[src/rtl/serial_pkg.sv]
// Shared types and helpers for the serial register datapath
// (serializer and serial-in receiver).
package serial_pkg;

  typedef enum logic [1:0] {
    IDLE  = 2'd0,
    SHIFT = 2'd1,
    PAR   = 2'd2
  } ser_state_e;

  localparam int SER_MAX_WIDTH = 32;

  function automatic logic ser_parity(
    input logic [SER_MAX_WIDTH-1:0] d
  );
    return ^d;
  endfunction

endpackage

[src/rtl/bit_counter.sv]
// Loadable down-counter with zero flag; holds at zero,
// never wraps.
module bit_counter #(
  parameter int W = 3
) (
  input  logic         clk,
  input  logic         rst_n,
  input  logic         load_i,
  input  logic [W-1:0] load_val_i,
  input  logic         dec_i,
  output logic [W-1:0] count_o,
  output logic         zero_o
);

  logic [W-1:0] cnt_q, cnt_d;

  always_comb begin
    cnt_d = cnt_q;
    if (load_i) begin
      cnt_d = load_val_i;
    end else if (dec_i && (cnt_q != '0)) begin
      cnt_d = cnt_q - W'(1);
    end
  end

  always_ff @(posedge clk or negedge rst_n) begin
    if (!rst_n) begin
      cnt_q <= '0;
    end else begin
      cnt_q <= cnt_d;
    end
  end

  assign count_o = cnt_q;
  assign zero_o  = (cnt_q == '0);

endmodule

[src/rtl/register_serializer.sv]
// MSB-first parallel-in serial-out transmitter with handshake.
// Even parity bit appended when SERIALIZER_PARITY_EN is defined.
module register_serializer
  import serial_pkg::*;
#(
  parameter int WIDTH = 8
) (
  input  logic             clk,
  input  logic             rst_n,
  input  logic             load_valid,
  output logic             load_ready,
  input  logic [WIDTH-1:0] din,
  output logic             sout,
  output logic             sout_valid,
  output logic             frame_start,
  output logic             busy,
  output logic             done
);

  localparam int CW = (WIDTH > 1) ? $clog2(WIDTH) : 1;

  ser_state_e       state_q, state_d;
  logic [WIDTH-1:0] shift_q, shift_d;
  logic             first_q;
  logic             accept;
  logic             last;
  logic             cnt_zero;
  logic [CW-1:0]    cnt;

`ifdef SERIALIZER_PARITY_EN
  logic                     par_q, par_d;
  logic [SER_MAX_WIDTH-1:0] din_ext;
`endif

  bit_counter #(
    .W(CW)
  ) u_cnt (
    .clk       (clk),
    .rst_n     (rst_n),
    .load_i    (accept),
    .load_val_i(CW'(WIDTH - 1)),
    .dec_i     (state_q == SHIFT),
    .count_o   (cnt),
    .zero_o    (cnt_zero)
  );

  // Final bit of a frame: parity cycle if present, else last data bit.
`ifdef SERIALIZER_PARITY_EN
  assign last = (state_q == PAR);
`else
  assign last = (state_q == SHIFT) && cnt_zero;
`endif

  assign accept      = load_valid && load_ready;
  assign load_ready  = (state_q == IDLE) || last;
  assign done        = last;
  assign busy        = (state_q != IDLE);
  assign sout_valid  = busy;
  assign frame_start = first_q;

  always_comb begin
    sout = 1'b0;
    if (state_q == SHIFT) begin
      sout = shift_q[WIDTH-1];
    end
`ifdef SERIALIZER_PARITY_EN
    else if (state_q == PAR) begin
      sout = par_q;
    end
`endif
  end

  always_comb begin
    state_d = state_q;
    shift_d = shift_q;
`ifdef SERIALIZER_PARITY_EN
    par_d   = par_q;
    din_ext = '0;
    din_ext[WIDTH-1:0] = din;
`endif
    unique case (state_q)
      IDLE: begin
        if (accept) state_d = SHIFT;
      end
      SHIFT: begin
        shift_d = shift_q << 1;
        if (cnt_zero) begin
`ifdef SERIALIZER_PARITY_EN
          state_d = PAR;
`else
          state_d = accept ? SHIFT : IDLE;
`endif
        end
      end
      PAR: begin
        state_d = accept ? SHIFT : IDLE;
      end
      default: state_d = IDLE;
    endcase
    if (accept) begin
      shift_d = din;
`ifdef SERIALIZER_PARITY_EN
      par_d   = ser_parity(din_ext);
`endif
    end
  end

  always_ff @(posedge clk or negedge rst_n) begin
    if (!rst_n) begin
      state_q <= IDLE;
      shift_q <= '0;
      first_q <= 1'b0;
    end else begin
      state_q <= state_d;
      shift_q <= shift_d;
      first_q <= accept;
    end
  end

`ifdef SERIALIZER_PARITY_EN
  always_ff @(posedge clk or negedge rst_n) begin
    if (!rst_n) begin
      par_q <= 1'b0;
    end else begin
      par_q <= par_d;
    end
  end
`endif

endmodule

[config.mk]
export PLATFORM = sky130hd
export DESIGN_NAME = register_serializer
export DESIGN_NICKNAME = d
export VERILOG_FILES = /design/src/rtl/serial_pkg.sv /design/src/rtl/bit_counter.sv /design/src/rtl/register_serializer.sv
export SDC_FILE = /design/constraint.sdc
export NUM_CORES = 1
export LEC_CHECK = 0
export ABC_AREA = 0
export BUFFER_PORTS_ARGS = -buffer_cell sky130_fd_sc_hd__buf_2
export CAP_MARGIN = 20
export CELL_PAD_IN_SITES_DETAIL_PLACEMENT = 0
export CELL_PAD_IN_SITES_GLOBAL_PLACEMENT = 1
export CORE_AREA = 2 2 51 53
export DETAILED_ROUTE_END_ITERATION = 6
export DIE_AREA = 0 0 53 55
export PLACE_DENSITY = 0.62
export SYNTH_ARGS = -nofsm -noshare
export SYNTH_HDL_FRONTEND = slang
export SYNTH_SLANG_ARGS = --single-unit
[constraint.sdc]
create_clock -name clk -period 2.3 [get_ports clk]
set_input_delay 0.23 -clock clk [delete_from_list [all_inputs] [get_ports clk]]
set_output_delay 0.23 -clock clk [all_outputs]
set_load 0.02 [all_outputs]
==> run_results.csv, run 1 <==
group,metric,value,unit
final_layout,drive_gt1_frac,0.387,
synth,ys_warn_count,0,
critical_path,start_kind,"flip-flop",
grt,grtUsageMet3,0.0296,
floorplan,core_area,2360,um2
floorplan,dieArea,2920,um2
synth,synthDominantAreaCellType,"dfrtp_1",
grt,overflow,0,
power_and_ir_drop,swShare,0.377,
sta,slew_viol_final,0,
grt,grt_pass1_vias,540,
grt,globalRoute.busiestLayer,"met2",
job,maxCapViolations,0,
power_and_ir_drop,irDropWorstVdd,534,uV
cts,cts_tree,"yes",
floorplan,die_w,53,um
grt,grt_start_max_net_pins,20,
cts,ctsResizeCount,0,
synth,avgSynthCellArea,11.5,um2
cts,numCtsBuffers,3,
sta,setup_viol,0,
grt,met1_usage,0.122,
route,first_pass_iters,4,
final_layout,final_common_cell,"buf_2",
grt,track_usage,0.107,
sta,whs,190,ps
synth,yosys-top-cells-area,"dfrtp_1 (49%), o221a_2 (12%), a211o_1 (9.2%), ha_1 (3.8%), nor2b_1 (3.8%)",
power_and_ir_drop,power_density,1190,nW/um2
sta,fin_skew,0.517,ps
route,wl,1330,um
final_layout,final_cell_mix,"buf_2 (16), dfrtp_1 (13), a211o_1 (7), o221a_2 (7), o21ai_0 (5)",
synth,syn_inst,58,
sta,fmax,499,MHz
placement,dp_hpwl,915,um
synth,yosysSeqAreaShare,0.490,
sta,tns,0,ps
power_and_ir_drop,p_switching,357,uW
floorplan,initial_core_util,0.281,
critical_path,path_max_fanout,16,
sta,hold_viol,0,
worst_hold_path,hold_path.class,"in2reg",
synth,synth.distinct_cells,18,
cts,insertion_delay,270,ps
placement,place.gp.congestion,0.660,
route,vias,508,
floorplan,ios,17,
floorplan,fp.dieH,55,um
sta,relSlewSlack,0.611,
route,viasPerCell,4.84,
sta,rsz0062_at_grt,"false",
final_layout,fin_nets,89,
cts,clockBufferDepth,2,
sta,tightest_slew,584,ps
cts,cts.clk_slew.worst_paths,80,ps
sta,min_period,2010,ps
cts,ctsHtreeMaxLevel,1,
power_and_ir_drop,p_clk_frac,0.148,
critical_path,worstPathArrival,1780,ps
critical_path,cp-end-kind,"output pin",
sta,final.period_utilization,0.872,
power_and_ir_drop,pwr-share-comb,0.463,
grt,grt_util_met2,0.185,
final_layout,diodes,0,
cts,clock_sinks,13,
critical_path,critPathKind,"reg2out",
power_and_ir_drop,internal_power,589,uW
route,drc,0,
synth,netlist_area,664,um2
power_and_ir_drop,leakagePower,0.000410,uW
synth,syn-num-nets,71,
cts,cts_root_buffer,"clkbuf_4",
synth,synth-seq-cells,13,
final_layout,area_delta_synth_final,19.4,%
route,ant_nets,0,
critical_path,cp.required,2070,ps
synth,synth_top_cell_area_share,0.490,
route,drt_first_iter_violations,9,
grt,grt_pass1_wl,2240,um
power_and_ir_drop,sequentialPowerShare,0.389,
route,wl_per_cell,12.7,um
floorplan,rows,18,
grt,antenna_found_initial,0,
placement,portBuffers,16,
run_status,status,"complete, no violations",
-- critical path, cell delays in order (launching register included) --
cell	delay (ps)
dfrtp_1	380
inv_1	80
ha_1	150
ha_1	150
nand2b_1	480
buf_2	270
-- cells by family after synthesis --
| group | after synthesis | synth area share |
|---|---|---|
| DFF | 13 | 0.490 |
| AOI/OAI and AO/OA | 19 | 0.249 |
| adders and majority gates | 2 | 0.0377 |
| muxes | 1 | 0.0169 |
| buffers and inverters | 9 | 0.0715 |
| and+or+nand+nor | 14 | 0.136 |
-- through the flow --
| stage | area, um2 | utilization | total power (uW) | std cells | setup WS (ps) |
|---|---|---|---|---|---|
| 3_5_place_dp | 757 | 0.320 | 816 | 100 | 448 |
| 2_1_floorplan | 664 | - | 731 | 58 | 793 |
| 5_1_grt | 793 | 0.335 | 1030 | 105 | 160 |
| 4_1_cts | 793 | 0.335 | 968 | 105 | 250 |
| 3_3_place_gp | 757 | 0.320 | 808 | 100 | 540 |
| 6_report | 793 | 0.335 | 946 | 105 | 294 |
-- area by class of cell --
cell class / count / area (um2)
fill: 261 / 1570
tap: 30 / 37.5
sequential: 13 / 325
clock buffer: 4 / 26.3
timing repair buffer: 18 / 97.6
inverter: 4 / 15.0
multi-input combinational: 36 / 292
-- registers in the layout, indices dropped and copies added, names as in the netlist --
| name | flops |
|---|---|
| u_cnt.count_o | 3 |
| state_q | 1 |
| frame_start | 1 |
| shift_q | 8 |
-- power groups by stage --
stage | clock (uW) | combinational (uW) | sequential, uW
2_1_floorplan | 0 | 350 | 380
3_3_place_gp | 0 | 440 | 368
3_5_place_dp | 0 | 444 | 372
4_1_cts | 148 | 451 | 368
5_1_grt | 158 | 495 | 376
6_report | 140 | 438 | 368
-- routing by layer --
layer  share of wire  vias to the layer above
met2            0.50                        9
met5               0                        -
met1            0.44                      252
met3           0.046                        2
met4           0.013                        0
li1                -                      245
-- cells in the mapped netlist --
cell type and number:
nand2_2 1, clkbuf_1 1, and2b_1 3, mux2_2 1, nand2b_1 3, nor2b_1 4
dfrtp_1 13, buf_2 1, inv_1 4, and2_1 2, ha_1 2, buf_6 1
nand3_1 1, clkbuf_2 1, o221a_2 7, a211o_1 7, buf_4 1, o21ai_0 5
-- timing repair --
| item | in CTS | in global routing |
|---|---|---|
| hold endpoints to repair | 13 | 0 |
| hold buffers | 1 | 0 |
| setup buffers | 0 | 0 |
-- path summary, 6_finish.rpt --
kind / startpoint / endpoint / slack, ps / cells after the start
min reg2reg: u_cnt.count_o[2] / u_cnt.count_o[2] / 520 / 2
max in group asynchronous: rst_n / shift_q[1] / 1690 / 2
max reg2reg: u_cnt.count_o[0] / shift_q[2] / 440 / 6
min: din[0] / shift_q[0] / 190 / 3
max: u_cnt.count_o[0] / load_ready / 290 / 5
min in group asynchronous: rst_n / u_cnt.count_o[2] / 370 / 2
Note: power is estimated with default switching activity, not from simulation.
==> inputs of run 2 (changes only) <==
- CORE_AREA: 2 2 51 53 -> 2 2 44 46
- DIE_AREA: 0 0 53 55 -> 0 0 46 48
- PLACE_DENSITY: 0.62 -> 0.79
==> run 2 against run 1 <==
Against the previous run: register-to-register slack better by 60 ps; cell count down 12%; die area down 24%; critical path depth unchanged; wire length down 9.7%; sequential power down 1%; critical endpoint unchanged; largest cell class unchanged.
==> run_results.csv, run 2 (synthesis results as in run 1) <==
group,metric,value,unit
sta,final.period_utilization,0.847,
grt,grt_pass1_vias,506,
final_layout,top_register,"shift_q",
critical_path,cpPeakStageDelay,440,ps
floorplan,die_w,46,um
critical_path,crit_path_cell_trace,"inv_1, ha_1, ha_1, nand2b_1, buf_2",
floorplan,ios,17,
run_status,status,"complete, no violations",
power_and_ir_drop,leakagePower,0.000410,uW
final_layout,drive_gt1_frac,0.387,
critical_path,cp-end-kind,"output pin",
critical_path,path_depth,5,
critical_path,crit_buf_inv,2,
power_and_ir_drop,irDropWorstVdd,484,uV
placement,place.gp.congestion,0.735,
placement,portBuffers,16,
sta,rsz0062_at_grt,"false",
cts,clock_sinks,13,
cts,ctsResizeCount,0,
power_and_ir_drop,swShare,0.372,
critical_path,timing.rr.end,"shift_q[2]",
floorplan,rows,15,
critical_path,cp-startpoint,"u_cnt.count_o[0]",
route,drt_first_iter_violations,13,
route,wl,1200,um
final_layout,area_delta_synth_final,16.9,%
final_layout,fin_nets,89,
grt,grt_start_max_net_pins,20,
power_and_ir_drop,internal_power,589,uW
floorplan,dieArea,2210,um2
grt,grt_pass1_wl,2110,um
worst_hold_path,hold_path.class,"in2reg",
sta,min_period,1950,ps
final_layout,final_cell_mix,"buf_2 (16), dfrtp_1 (13), a211o_1 (7), o221a_2 (7), o21ai_0 (5)",
critical_path,crit_top_cell,"ha_1",
critical_path,critPathKind,"reg2out",
power_and_ir_drop,p_clk_frac,0.148,
cts,cts_root_buffer,"clkbuf_4",
floorplan,initial_core_util,0.393,
sta,tns,0,ps
final_layout,largest_register_ffs,8,
route,first_pass_iters,4,
route,ant_nets,0,
critical_path,reg2reg_depth,6,
route,wl_per_cell,13.0,um
sta,hold_viol,0,
cts,clockBufferDepth,2,
cts,numCtsBuffers,3,
sta,slew_viol_final,0,
cts,cts_tree,"yes",
cts,cts.clk_slew.worst_paths,70,ps
critical_path,worstPathArrival,1720,ps
grt,antenna_found_initial,0,
floorplan,core_area,1690,um2
critical_path,path_max_fanout,16,
route,drc,0,
power_and_ir_drop,power_density,1210,nW/um2
cts,insertion_delay,270,ps
floorplan,fp.dieH,48,um
power_and_ir_drop,p_switching,348,uW
critical_path,start_kind,"flip-flop",
sta,tightest_slew,530,ps
final_layout,fin_util,0.460,
grt,track_usage,0.143,
critical_path,cp_slowest_cell,"nand2b_1",
critical_path,cp.required,2070,ps
critical_path,ff2ff_setup_slack,500,ps
cts,ctsHtreeMaxLevel,1,
sta,fmax,513,MHz
job,maxCapViolations,0,
final_layout,diodes,0,
power_and_ir_drop,sequentialPowerShare,0.389,
placement,dp_hpwl,855,um
route,vias,492,
sta,relSlewSlack,0.647,
power_and_ir_drop,pwr-share-comb,0.463,
sta,fin_skew,3.06,ps
critical_path,path_delay_family,"simple AND/OR/NAND/NOR gates",
critical_path,crit_end,"load_ready",
route,viasPerCell,5.35,
grt,overflow,0,
critical_path,worstReg2RegStart,"u_cnt.count_o[0]",
final_layout,final_common_cell,"buf_2",
sta,setup_viol,0,
run 2: what timing repair did:
action	CTS	global route
endpoints found under the hold margin	13	0
hold buffers	1	0
buffers inserted	0	0
setup endpoints to repair	0	0
run 2: how the worst min path moves through the flow:
stage,cells after the start,slack (ps),from,endpoint
after floorplan,0,-70,rst_n,frame_start
after global placement,1,130,rst_n,frame_start
after detailed placement,1,130,rst_n,shift_q[3]
after CTS,3,210,din[0],shift_q[0]
after global routing,3,200,din[0],shift_q[0]
final,3,220,din[0],shift_q[0]
run 2: per-stage QoR:
stage / power, uW / hold WS (ps) / std cells / instance area, um2 / worst slack, ps
2_1_floorplan: 731 / -65.6 / 58 / 664 / 793
3_3_place_gp: 803 / 132 / 87 / 741 / 575
3_5_place_dp: 810 / 133 / 87 / 741 / 496
4_1_cts: 956 / 207 / 92 / 777 / 325
5_1_grt: 1030 / 204 / 92 / 777 / 176
6_report: 938 / 217 / 92 / 777 / 353
run 2: power by group through the flow:
stage          Sequential (uW)  Clock (uW)  Combinational [uW]
2_1_floorplan              380           0                 350
3_3_place_gp               369           0                 433
3_5_place_dp               368           0                 442
4_1_cts                    364         147                 445
5_1_grt                    375         161                 497
6_report                   364         139                 435
run 2: final cells by class:
class,count,area [um2]
timing repair buffer,18,97.6
clock buffer,4,26.3
sequential,13,325
inverter,4,15.0
tap,17,21.3
fill,161,912
multi-input combinational,36,292
run 2: worst min-delay path, cell delays in order:
cell and delay [ps]:
buf_2 80, nand3_1 60, o21ai_0 70
run 2: routing by layer:
metal,track usage,wire length (um),vias up
met2,0.217,512,14
met1,0.178,625,229
li1,-,-,247
met3,0.0566,42,2
met4,0.0686,19,0
met5,0,0,-
==> inputs of run 3 (changes only) <==
- CORE_AREA: 2 2 44 46 -> 2 2 45 47
- DIE_AREA: 0 0 46 48 -> 0 0 47 49
- PLACE_DENSITY: 0.79 -> 0.76
- clock period: 2.3 -> 1.9 ns (I/O delays scaled with it)
==> run 3 against run 2 <==
Against the previous run: setup slack worse by 160 ps; clock power increased by 24%; global-route usage decreased by 1.3 points; sequential share of layout area down 1.2 points; via count is 4.3% higher; first-iteration DRC count is 38% higher; clock skew grew 1.3 ps; largest power group unchanged; highest routed layer unchanged.
==> run_results.csv, run 3 (synthesis results as in run 1) <==
group,metric,value,unit
floorplan,ios,17,
power_and_ir_drop,power_density,1470,nW/um2
final_layout,final_common_cell,"buf_2",
cts,ctsHtreeMaxLevel,1,
worst_hold_path,hold_path_depth,3,
final_layout,top_register,"shift_q",
critical_path,cp_slowest_cell,"dfrtp_1",
floorplan,core_area,1840,um2
route,drc,0,
run_status,status,"complete, no violations",
final_layout,final_cell_mix,"buf_2 (16), dfrtp_1 (13), a211o_1 (7), o221a_2 (7), o21ai_0 (5)",
sta,tightest_slew,296,ps
floorplan,initial_core_util,0.361,
grt,overflow,0,
final_layout,area_delta_synth_final,20.3,%
job,maxCapViolations,0,
sta,slew_viol_final,0,
placement,place.gp.congestion,0.633,
critical_path,cp-startpoint,"u_cnt.count_o[0]",
critical_path,critPathKind,"reg2out",
placement,portBuffers,16,
cts,clock_sinks,13,
floorplan,dieArea,2300,um2
critical_path,cpPeakStageDelay,330,ps
grt,track_usage,0.130,
critical_path,cp.required,1710,ps
route,vias,513,
critical_path,cp-end-kind,"output pin",
final_layout,final_cells,103,
floorplan,die_w,47,um
worst_hold_path,min-delay-start,"din[0]",
grt,grt_start_max_net_pins,20,
critical_path,timing.rr.end,"u_cnt.count_o[0]",
final_layout,num-fill-cells,203,
floorplan,fp.dieH,49,um
route,viasPerCell,4.98,
sta,relSlewSlack,0.803,
route,first_pass_iters,4,
critical_path,worstReg2RegStart,"u_cnt.count_o[0]",
sta,fin_skew,4.36,ps
route,drt_first_iter_violations,18,
floorplan,rows,16,
worst_hold_path,whs_endpoint,"shift_q[0]",
sta,final.period_utilization,0.897,
critical_path,ff2ff_setup_slack,310,ps
final_layout,diodes,0,
critical_path,start_kind,"flip-flop",
sta,setup_viol,0,
sta,fmax,587,MHz
power_and_ir_drop,irDropWorstVdd,708,uV
sta,min_period,1700,ps
cts,insertion_delay,280,ps
placement,dp_hpwl,921,um
cts,numCtsBuffers,3,
critical_path,crit_top_cell,"ha_1",
critical_path,path_delay_family,"adder cells",
grt,grt_pass1_vias,451,
cts,cts.clk_slew.worst_paths,80,ps
grt,antenna_found_initial,0,
final_layout,drive_gt1_frac,0.408,
critical_path,crit_buf_inv,2,
final_layout,largest_register_ffs,8,
cts,clockBufferDepth,2,
route,wl,1330,um
critical_path,crit_path_cell_trace,"inv_1, ha_1, ha_1, nand2b_2, buf_2",
final_layout,multi_input_area,294,um2
route,ant_nets,0,
sta,tns,0,ps
cts,cts_root_buffer,"clkbuf_4",
sta,rsz0062_at_grt,"false",
placement,dp.cells,98,
grt,grt_pass1_wl,2130,um
power_and_ir_drop,leakagePower,0.000415,uW
sta,hold_viol,0,
final_layout,regArea,325,um2
critical_path,path_max_fanout,11,
final_layout,fin_nets,90,
worst_hold_path,hold_path.class,"in2reg",
critical_path,reg2reg_depth,6,
route,wl_per_cell,12.9,um
critical_path,worstPathArrival,1510,ps
cts,cts_tree,"yes",
-- run 3: cell types whose count changed in the layout (fill, tap and decap cells not counted), sizes merged --
cell	before	now
buf	17	18
-- run 3: where the power goes --
part	total (uW)	switching (uW)	internal, uW
combinational	554	289	265
clock	173	91.5	81.4
sequential	447	60.6	386
total	1170	441	732
-- run 3: through the flow --
| step | area (um2) | power, uW | hold slack, ps | util | setup WS (ps) |
|---|---|---|---|---|---|
| after floorplan | 664 | 885 | -106 | - | 393 |
| after global placement | 761 | 995 | 99.5 | 0.413 | 238 |
| after detailed placement | 761 | 1010 | 98.3 | 0.413 | 191 |
| after CTS | 797 | 1190 | 153 | 0.433 | 63.0 |
| after global routing | 800 | 1280 | 155 | 0.434 | 78.2 |
| final | 800 | 1170 | 154 | 0.434 | 196 |
-- run 3: worst register-to-register path: cells and delay by family (launching register included) --
kind          cells  cell delay, ps
simple gates      1             280
buf+inv           2             250
mux               1             260
flops             1             330
fa+ha+maj         2             370
-- run 3: repair_timing --
item	4_1_cts	5_1_grt
resized for setup	0	1
buffers inserted	0	0
endpoints found under the hold margin	13	0
setup endpoints to repair	0	1
hold buffers	1	0
-- run 3: final cells by class --
type,instances,area share
sequential,13,0.407
multi-input combinational,36,0.368
timing repair buffer,19,0.131
tap,27,0.0423
clock buffer,4,0.0329
inverter,4,0.0188
-- run 3: worst max path at each step --
stage,to,slack (ps),depth (start not counted)
global route,load_ready,80,5
detailed placement,shift_q[1],190,6
finish,load_ready,200,5
CTS,load_ready,60,5
global placement,shift_q[3],240,6
floorplan,shift_q[3],390,7
-- run 3: layer usage --
| layer | track usage | up-vias | routed length [um] |
|---|---|---|---|
| li1 | - | 246 | - |
| met1 | 0.177 | 250 | 589 |
| met2 | 0.185 | 15 | 652 |
| met3 | 0.0444 | 2 | 68 |
| met4 | 0.0556 | 0 | 19 |
| met5 | 0 | - | 0 |
